===== config.mk =====
export PLATFORM = sky130hd
export DESIGN_NAME = hazard_ctrl
export DESIGN_NICKNAME = d
export VERILOG_FILES = /design/src/rtl/rv32i_types.sv /design/src/rtl/hazard_perf_cnt.sv /design/src/rtl/hazard_ctrl.sv
export SDC_FILE = /design/constraint.sdc
export NUM_CORES = 1
export LEC_CHECK = 0
export ABC_AREA = 1
export CORE_MARGIN = 4
export CORE_UTILIZATION = 40
export DETAILED_ROUTE_END_ITERATION = 8
export PLACE_DENSITY_LB_ADDON = 0.08
export SYNTH_ARGS = -nofsm -noshare
export SYNTH_HDL_FRONTEND = slang
export SYNTH_SLANG_ARGS = --single-unit
export TNS_END_PERCENT = 30

===== constraint.sdc =====
create_clock -name clk -period 3.25 [get_ports clk]
set_clock_uncertainty 0.05 [all_clocks]
set_input_delay 0.975 -clock clk [delete_from_list [all_inputs] [get_ports clk]]
set_output_delay 0.975 -clock clk [all_outputs]
set_load 0.03 [all_outputs]

===== src/rtl/rv32i_types.sv =====
// Shared rv32i pipeline types: stage control word and hazard controller states.
// Latency: n/a (types only).
// Backpressure: n/a.
package rv32i_types;

  // Per-stage control word carried down the pipeline registers.
  typedef struct packed {
    logic       RegWrite;
    logic       MemtoReg;
    logic       MemRead;
    logic       MemWrite;
    logic       Branch;
    logic       Jump;
    logic       ALUSrc;
    logic [3:0] ALUOp;
  } rv32i_control_word;

  typedef enum logic [1:0] {
    RUN        = 2'd0,
    DMEM_WAIT  = 2'd1,
    FETCH_DROP = 2'd2
  } hazard_state_t;

endpackage


===== src/rtl/hazard_perf_cnt.sv =====
// Hazard performance counters: stall cycles and accepted branch flushes.
// Latency: counts visible one cycle after the increment enable.
// Backpressure: none; free-running, wraps modulo 2^CNT_W.
//
// Ports: clk/rst (async active-low), stall_inc_i/flush_inc_i enables,
//        stall_cycles_o/flush_count_o counter values.
module hazard_perf_cnt #(
  parameter int CNT_W = 32
) (
  input  logic             clk,
  input  logic             rst,
  input  logic             stall_inc_i,
  input  logic             flush_inc_i,
  output logic [CNT_W-1:0] stall_cycles_o,
  output logic [CNT_W-1:0] flush_count_o
);

  logic [CNT_W-1:0] stall_q, stall_d;
  logic [CNT_W-1:0] flush_q, flush_d;

  always_comb begin
    stall_d = stall_inc_i ? stall_q + CNT_W'(1) : stall_q;
    flush_d = flush_inc_i ? flush_q + CNT_W'(1) : flush_q;
  end

  always_ff @(posedge clk or negedge rst) begin
    if (!rst) begin
      stall_q <= '0;
      flush_q <= '0;
    end else begin
      stall_q <= stall_d;
      flush_q <= flush_d;
    end
  end

  assign stall_cycles_o = stall_q;
  assign flush_count_o  = flush_q;

endmodule


===== src/rtl/hazard_ctrl.sv =====
// Pipeline hazard controller: load-use stall, branch flush, dmem freeze, stale fetch drop.
// Latency: all controls combinational from state and current inputs; counters lag one cycle.
// Backpressure: dmem_resp low freezes every stage; imem_resp low stalls the front end.
//
// Ports: ID_* source regs/uses, EX_RD/EX_control/EX_branch_taken, MEM_control,
//        dmem_resp/imem_resp handshakes in; per-register write/flush/bubble
//        controls and the two performance counters out.
module hazard_ctrl
  import rv32i_types::*;
#(
  parameter int CNT_W = 32
) (
  input  logic              clk,
  input  logic              rst,
  input  logic [4:0]        ID_RS1,
  input  logic [4:0]        ID_RS2,
  input  logic              ID_use_rs1,
  input  logic              ID_use_rs2,
  input  logic [4:0]        EX_RD,
  input  rv32i_control_word EX_control,
  input  logic              EX_branch_taken,
  input  rv32i_control_word MEM_control,
  input  logic              dmem_resp,
  input  logic              imem_resp,
  output logic              PC_write,
  output logic              IF_ID_write,
  output logic              IF_ID_flush,
  output logic              ID_EX_write,
  output logic              ID_EX_bubble,
  output logic              EX_MEM_write,
  output logic              MEM_WB_write,
  output logic [CNT_W-1:0]  stall_cycles,
  output logic [CNT_W-1:0]  flush_count
);

  hazard_state_t state_q, state_d;
  logic          drop_q, drop_d;   // stale fetch still owed after a freeze
  logic          dmem_busy, load_use, flush_inc;

  // Only the listed control fields matter here; the rest are sunk.
  logic unused_ctl;
  assign unused_ctl = ^{EX_control.RegWrite, EX_control.MemtoReg, EX_control.MemWrite,
                        EX_control.Branch, EX_control.Jump, EX_control.ALUSrc,
                        EX_control.ALUOp, MEM_control.RegWrite, MEM_control.MemtoReg,
                        MEM_control.Branch, MEM_control.Jump, MEM_control.ALUSrc,
                        MEM_control.ALUOp};

  assign dmem_busy = (MEM_control.MemRead | MEM_control.MemWrite) & ~dmem_resp;
  assign load_use  = EX_control.MemRead & (EX_RD != 5'd0) &
                     ((ID_use_rs1 & (EX_RD == ID_RS1)) | (ID_use_rs2 & (EX_RD == ID_RS2)));

  always_ff @(posedge clk or negedge rst) begin
    if (!rst) begin
      state_q <= RUN;
      drop_q  <= 1'b0;
    end else begin
      state_q <= state_d;
      drop_q  <= drop_d;
    end
  end

  always_comb begin
    state_d      = state_q;
    drop_d       = drop_q;
    PC_write     = 1'b1;
    IF_ID_write  = 1'b1;
    IF_ID_flush  = 1'b0;
    ID_EX_write  = 1'b1;
    ID_EX_bubble = 1'b0;
    EX_MEM_write = 1'b1;
    MEM_WB_write = 1'b1;
    flush_inc    = 1'b0;

    if (dmem_busy && state_q != DMEM_WAIT) begin
      // Entering the freeze; remember an owed stale fetch so we return to drop it.
      state_d = DMEM_WAIT;
      drop_d  = (state_q == FETCH_DROP);
    end

    case (state_q)
      DMEM_WAIT: begin
        if (!dmem_busy) begin
          state_d = drop_q ? FETCH_DROP : RUN;
          drop_d  = 1'b0;
        end
      end
      FETCH_DROP: begin
        // Branches are ignored here: EX can only hold a bubble.
        if (!dmem_busy) begin
          PC_write     = 1'b0;
          IF_ID_write  = 1'b0;
          ID_EX_bubble = 1'b1;
          if (imem_resp) state_d = RUN;
        end
      end
      default: begin
        if (!dmem_busy) begin
          if (EX_branch_taken) begin
            IF_ID_flush  = 1'b1;
            ID_EX_bubble = 1'b1;
            flush_inc    = 1'b1;
            if (!imem_resp) state_d = FETCH_DROP;
          end else if (load_use || !imem_resp) begin
            PC_write     = 1'b0;
            IF_ID_write  = 1'b0;
            ID_EX_bubble = 1'b1;
          end
        end
      end
    endcase

    if (dmem_busy) begin
      PC_write     = 1'b0;
      IF_ID_write  = 1'b0;
      ID_EX_write  = 1'b0;
      EX_MEM_write = 1'b0;
      MEM_WB_write = 1'b0;
    end

    // While in reset nothing is held over: pipeline free-runs.
    if (!rst) begin
      PC_write     = 1'b1;
      IF_ID_write  = 1'b1;
      IF_ID_flush  = 1'b0;
      ID_EX_write  = 1'b1;
      ID_EX_bubble = 1'b0;
      EX_MEM_write = 1'b1;
      MEM_WB_write = 1'b1;
      flush_inc    = 1'b0;
    end
  end

  hazard_perf_cnt #(.CNT_W(CNT_W)) u_perf_cnt (
    .clk            (clk),
    .rst            (rst),
    .stall_inc_i    (~PC_write),
    .flush_inc_i    (flush_inc),
    .stall_cycles_o (stall_cycles),
    .flush_count_o  (flush_count)
  );

endmodule

Yosys cells after proc, flatten, opt, wreduce, memory -nomap -nowiden
Index checks and enable logic that the tools add are counted.

word-level totals
  input port bits = 44
  register bits = 67
  bits in read-only memories = 0
  memories kept = 0
  memory bits (writable) = 0
  word-level logic and storage cells = 52
  bits in latches = 0

cells by class
  $mul = 0
  $lt $le $gt $ge = 0
  reductions and logical operators = 5
  muxes and demuxes = 28
  $add $sub $neg = 2
  div/mod/pow operators = 0
  bitwise gates (word level) = 8
  equality and inequality tests = 5
  shifts and indexed selects = 0

operators with widths
  cell                     number
  $add A32 B1 Y32 const B  2
  $mux W1                  17
  $mux W2                  8
  $eq A5 B5 Y1             2
  $and A1 B1 Y1            5
  $reduce_bool A5 Y1       1
  $pmux W1 S2              2
  $pmux W2 S2              1
  $eq A2 B1 Y1 const B     1
  $eq A2 B2 Y1 const B     1
  $ne A2 B1 Y1 const B     1
  $or A1 B1 Y1             2
  $reduce_or A2 Y1         1
  $logic_and A1 B1 Y1      1
  $logic_not A1 Y1         1
  $logic_or A1 B1 Y1       1
  $not A1 Y1               1

Longest topological paths before layout
  word-level depth = 10
  depth in mapped cells = 14
  depth with buffers taken out = 13

Hierarchy
From an unflattened synthesis, not the netlist that was laid out.

second synthesis, totals
  cells, all modules = 534
  area, all modules = 4028.9 um^2

modules (own cells, without submodules)
  module           seq. area each (um^2)  cells an instance  area each (um^2)  instances
  hazard_perf_cnt  1601.5                 428                3493.4            1
  hazard_ctrl      75.1                   106                535.5             1

Worst setup path before layout
Ideal clock, no wire load.

  path kind = input port to output port
  start point = input EX_RD[3]
  end point = output PC_write
  stages = 11
  arrival = 2148 ps
  required time = 2225 ps
  slack = 77 ps
  buffers on the path = 2
  cell sequence = inv_1 nand4_1 o21ai_0 inv_1 nand2_1 nand2_1 nand2_1 nand2_2 nand2_2 buf_2 buf_4

on the way
  longest elaborated chain between the ends = 10

ends and longest elaborated chain
  element                 line                text
  from (decl)             hazard_ctrl.sv:19   input logic [4:0] EX_RD,
  $eq A5 B5 Y1            hazard_ctrl.sv:50   ((ID_use_rs1 & (EX_RD == ID_RS1)) | (ID_use_rs2 & (EX_RD == ID_RS2)));
  $and A1 B1 Y1           hazard_ctrl.sv:50
  $or A1 B1 Y1            hazard_ctrl.sv:50
  $and A1 B1 Y1 *         hazard_ctrl.sv:49   assign load_use = EX_control.MemRead & (EX_RD != 5'd0) &
  $logic_or A1 B1 Y1 *    hazard_ctrl.sv:103  end else if (load_use || !imem_resp) begin
  $mux W1 * (2 in a row)  --
  $pmux W1 S2 *           --
  $mux W1 * (2 in a row)  --
  to (decl)               hazard_ctrl.sv:25   output logic PC_write,

Every way passes the cells marked *; elsewhere a longest branch is shown, timed or not.

Final worst setup path
  start point = input MEM_control[8] (netlist bit)
  end point = output PC_write

on the way
  longest elaborated chain between the ends = 4

ends and longest elaborated chain
  element        line                text
  from (decl)    hazard_ctrl.sv:22   input rv32i_control_word MEM_control,
  $or A1 B1 Y1   hazard_ctrl.sv:48   assign dmem_busy = (MEM_control.MemRead | MEM_control.MemWrite) & ~dmem_resp;
  $and A1 B1 Y1  hazard_ctrl.sv:48
  $mux W1        hazard_ctrl.sv:112  if (dmem_busy) begin
  $mux W1        hazard_ctrl.sv:121  if (!rst) begin

No other way between the ends.

==> Implementation_results.wiki <==
{| class="wikitable"
! Metric !! Value
|-
| Status || finished clean
|-
| Type of element capturing the critical path || output pin
|-
| Max-cap violation count || 0
|-
| Number of buffers created by CTS || 9
|-
| Reported leakage power || 2.77 nW
|-
| Area of all sequential standard cells || 1680 µm²
|-
| Count of flip-flops with a built-in enable after synthesis || 0
|-
| Die footprint || 12700 µm²
|-
| Synthesized area || 4400 µm²
|-
| Sequential fraction of design power || 0.377
|-
| Router iterations before antenna repair || 4
|-
| DPL Wire Length || 8830 µm
|-
| Final wirelength || 11600 µm
|-
| Initial antenna violation count || 0
|-
| Area taken by multi-input logic gates || 2420 µm²
|-
| Post-Route Hold Slack || 0.465 ns
|-
| Final Power || 0.00279 W
|-
| Worst max-slew margin expressed relative to the limit || 0.487
|-
| Clock Latency Late Sink || 0.35 ns
|-
| Fraction of power spent switching nets || 0.384
|-
| Total number of vias || 4230
|-
| FFs w/ async S/R, synth || 1.00
|-
| Antenna diode count || 0
|-
| Slew at the pin with the worst max-slew slack || 0.769 ns
|-
| Ys Warns || 0
|-
| Max IR drop VDD || 278 µV
|-
| Residual antenna-violating net count after detailed routing || 0
|-
| Area overhead of the layout relative to synthesis || 30.4%
|-
| Clock network power share || 0.242
|-
| Die Span X || 113 µm
|-
| Global-route wire length before repair || 19500 µm
|-
| Unique masters post-synth || 32
|-
| Combinational cell fraction of total power || 0.381
|-
| Aggregate negative setup slack || 0 ns
|-
| Maximum number of pins on one net before global-route repair || 68
|-
| Ratio of total power to cell area || 486 nW/µm²
|-
| Hold crit path type || register to register
|-
| Fmax achieved || 315 MHz
|-
| Clk Tree Root Cell || sky130_fd_sc_hd__clkbuf_8
|-
| Total overflow reported by the global router || 0
|-
| Type of element launching the critical path || input port
|-
| Synthesis-stage register bit count || 67
|-
| Number of pins with negative max-slew slack in the final report || 0
|-
| Clock slew at reported path FFs || 0.07 ns
|-
| Placeable core area || 10800 µm²
|-
| Overall routing resource usage || 0.186
|-
| Post-detailed-route wirelength per cell || 13.5 µm
|-
| Y dimension of the die || 113 µm
|-
| Leading cell types in the layout, fill and taps excluded || sky130_fd_sc_hd__nand2_1, sky130_fd_sc_hd__clkdlybuf4s50_1, sky130_fd_sc_hd__dfrtp_1
|-
| Fill cell total of the finished layout || 1082
|-
| Post-route minimum period || 3.17 ns
|-
| Number of standard cells after synthesis || 608
|-
| H-tree depth || 3
|-
| Switching power of the nets || 0.00107 W
|-
| Count of hold buffers inserted by post-cts repair || 0
|-
| Net total in the final layout || 763
|-
| Number of I/O pins || 115
|-
| Commonest non-fill, non-tap cell in the layout || sky130_fd_sc_hd__nand2_1
|-
| Critical path start-end classification || input port to output pin
|-
| Floorplan row count || 38
|-
| Count of buffers inserted at the top-level ports || 95
|-
| Final setup violation count || 0
|-
| Post-route DRC violation count || 0
|-
| Effective utilization at floorplan || 0.408
|-
| Buffers from clock root to sink, at most || 2
|-
| Unrepaired setup endpoints after global routing || no
|-
| Leading register cell type out of synthesis || sky130_fd_sc_hd__dfrtp_1
|-
| Critical Path RT || 2.22 ns
|-
| Data arrival time of the worst path || 2.15 ns
|-
| Weighted congestion at the end of routability-driven global placement || 0.886
|-
| Cell-internal power || 0.00172 W
|-
| Number of nets produced by synthesis || 656
|-
| Syn Area/Cell || 7.24 µm²
|-
| CTS tree || yes
|-
| Drt via density || 4.92
|-
| Sink count of the clock tree || 67
|-
| Share of the yosys chip area belonging to registers || 0.381
|-
| Vias in the first global route || 4043
|-
| Number of design-rule violations left by the first detailed-router iteration || 182
|-
| Share of post-route cells with drive strength above 1 || 0.0972
|-
| Ratio of final minimum period to clock period || 0.976
|-
| CP Max Fanout || 4
|-
| Final Hold Fails || 0
|}
per-stage QoR:
stage / utilization / instance area [µm²] / instances / setup slack [ns]
after floorplan: - / 4400 / 608 / 0.0771
after global placement: 0.506 / 5460 / 834 / -0.176
after detailed placement: 0.506 / 5460 / 834 / -0.208
after CTS: 0.530 / 5720 / 859 / 0.00282
after global routing: 0.532 / 5740 / 860 / 0.00190
final: 0.532 / 5740 / 860 / 0.0787
layout make-up:
| class | count | area share |
|---|---|---|
| multi-input cells | 467 | 0.421 |
| flip-flops and latches | 67 | 0.292 |
| repair buffers | 113 | 0.185 |
| inverters | 57 | 0.0373 |
| clock buffers | 15 | 0.0325 |
| well taps | 140 | 0.0305 |
| clock inverters | 1 | 0.000872 |
metal layers:
metal,global-route usage,vias up,routed length [µm]
met1,0.247,1960,5400
met4,0.0649,0,204
met5,0,-,0
met2,0.301,104,5440
met3,0.0417,16,521
li1,-,2150,-
cells by family after synthesis:
| logic type | Yosys count | share of synthesized area |
|---|---|---|
| AO/OA/AOI/OAI | 15 | 0.0222 |
| XOR/XNOR | 56 | 0.111 |
| adder cells (fa/ha/maj) | 4 | 0.0114 |
| buffers and inverters | 74 | 0.0717 |
| flip-flops | 67 | 0.381 |
| AND/OR/NAND/NOR | 392 | 0.402 |
state kept, by name, summed over array words and instances (netlist names):
signal                     count
drop_q                         1
state_q                        2
u_perf_cnt.flush_count_o      32
u_perf_cnt.stall_cycles_o     32
power groups by stage:
| stage | clock, W | sequential [W] | combinational (W) |
|---|---|---|---|
| global placement | 0 | 0.00106 | 0.000940 |
| detailed placement | 0 | 0.00106 | 0.000958 |
| CTS | 0.000699 | 0.00105 | 0.00106 |
| floorplan | 0 | 0.00118 | 0.000496 |
| finish | 0.000675 | 0.00105 | 0.00106 |
| global route | 0.000727 | 0.00107 | 0.00117 |
worst max-delay path, cell delays in order:
cell,delay (ns)
sky130_fd_sc_hd__clkdlybuf4s50_1,0.44
sky130_fd_sc_hd__o21bai_4,0.19
sky130_fd_sc_hd__inv_1,0.07
sky130_fd_sc_hd__a21oi_1,0.15
sky130_fd_sc_hd__nand2_2,0.10
sky130_fd_sc_hd__nand2_4,0.09
sky130_fd_sc_hd__buf_6,0.13
path summary, 6_finish.rpt:
path	endpoint	depth (start not counted)	from	slack, ns
hold reg to reg	u_perf_cnt.flush_count_o[18]	1	u_perf_cnt.flush_count_o[18]	0.46
setup / recovery	PC_write	7	MEM_control[8]	0.08
hold / removal	u_perf_cnt.flush_count_o[18]	1	u_perf_cnt.flush_count_o[18]	0.46
max in group asynchronous	u_perf_cnt.flush_count_o[20]	2	rst	1.79
setup reg to reg	u_perf_cnt.stall_cycles_o[31]	16	state_q[0]	0.44
min in group asynchronous	u_perf_cnt.stall_cycles_o[30]	2	rst	0.70
what timing repair did:
item,4_1_cts,5_1_grt
pin swaps,10,10
hold endpoints to repair,0,0
buffers inserted,9,2
setup endpoints to repair,3,35
gates resized for setup,18,12
cells in the mapped netlist, types with 7 or more instances:
master	number	area share
sky130_fd_sc_hd__nand2_2	7	0.010
sky130_fd_sc_hd__dfrtp_1	67	0.38
sky130_fd_sc_hd__nor3_1	32	0.036
sky130_fd_sc_hd__buf_2	12	0.014
sky130_fd_sc_hd__nor2_1	51	0.044
sky130_fd_sc_hd__o21ai_0	7	0.0080
sky130_fd_sc_hd__xnor2_1	20	0.040
sky130_fd_sc_hd__nand4_1	15	0.021
sky130_fd_sc_hd__nand2_1	207	0.18
sky130_fd_sc_hd__inv_1	55	0.047
sky130_fd_sc_hd__xor2_1	36	0.072
sky130_fd_sc_hd__nand3_1	57	0.065
No activity file was read; power rests on OpenSTA's default activity.
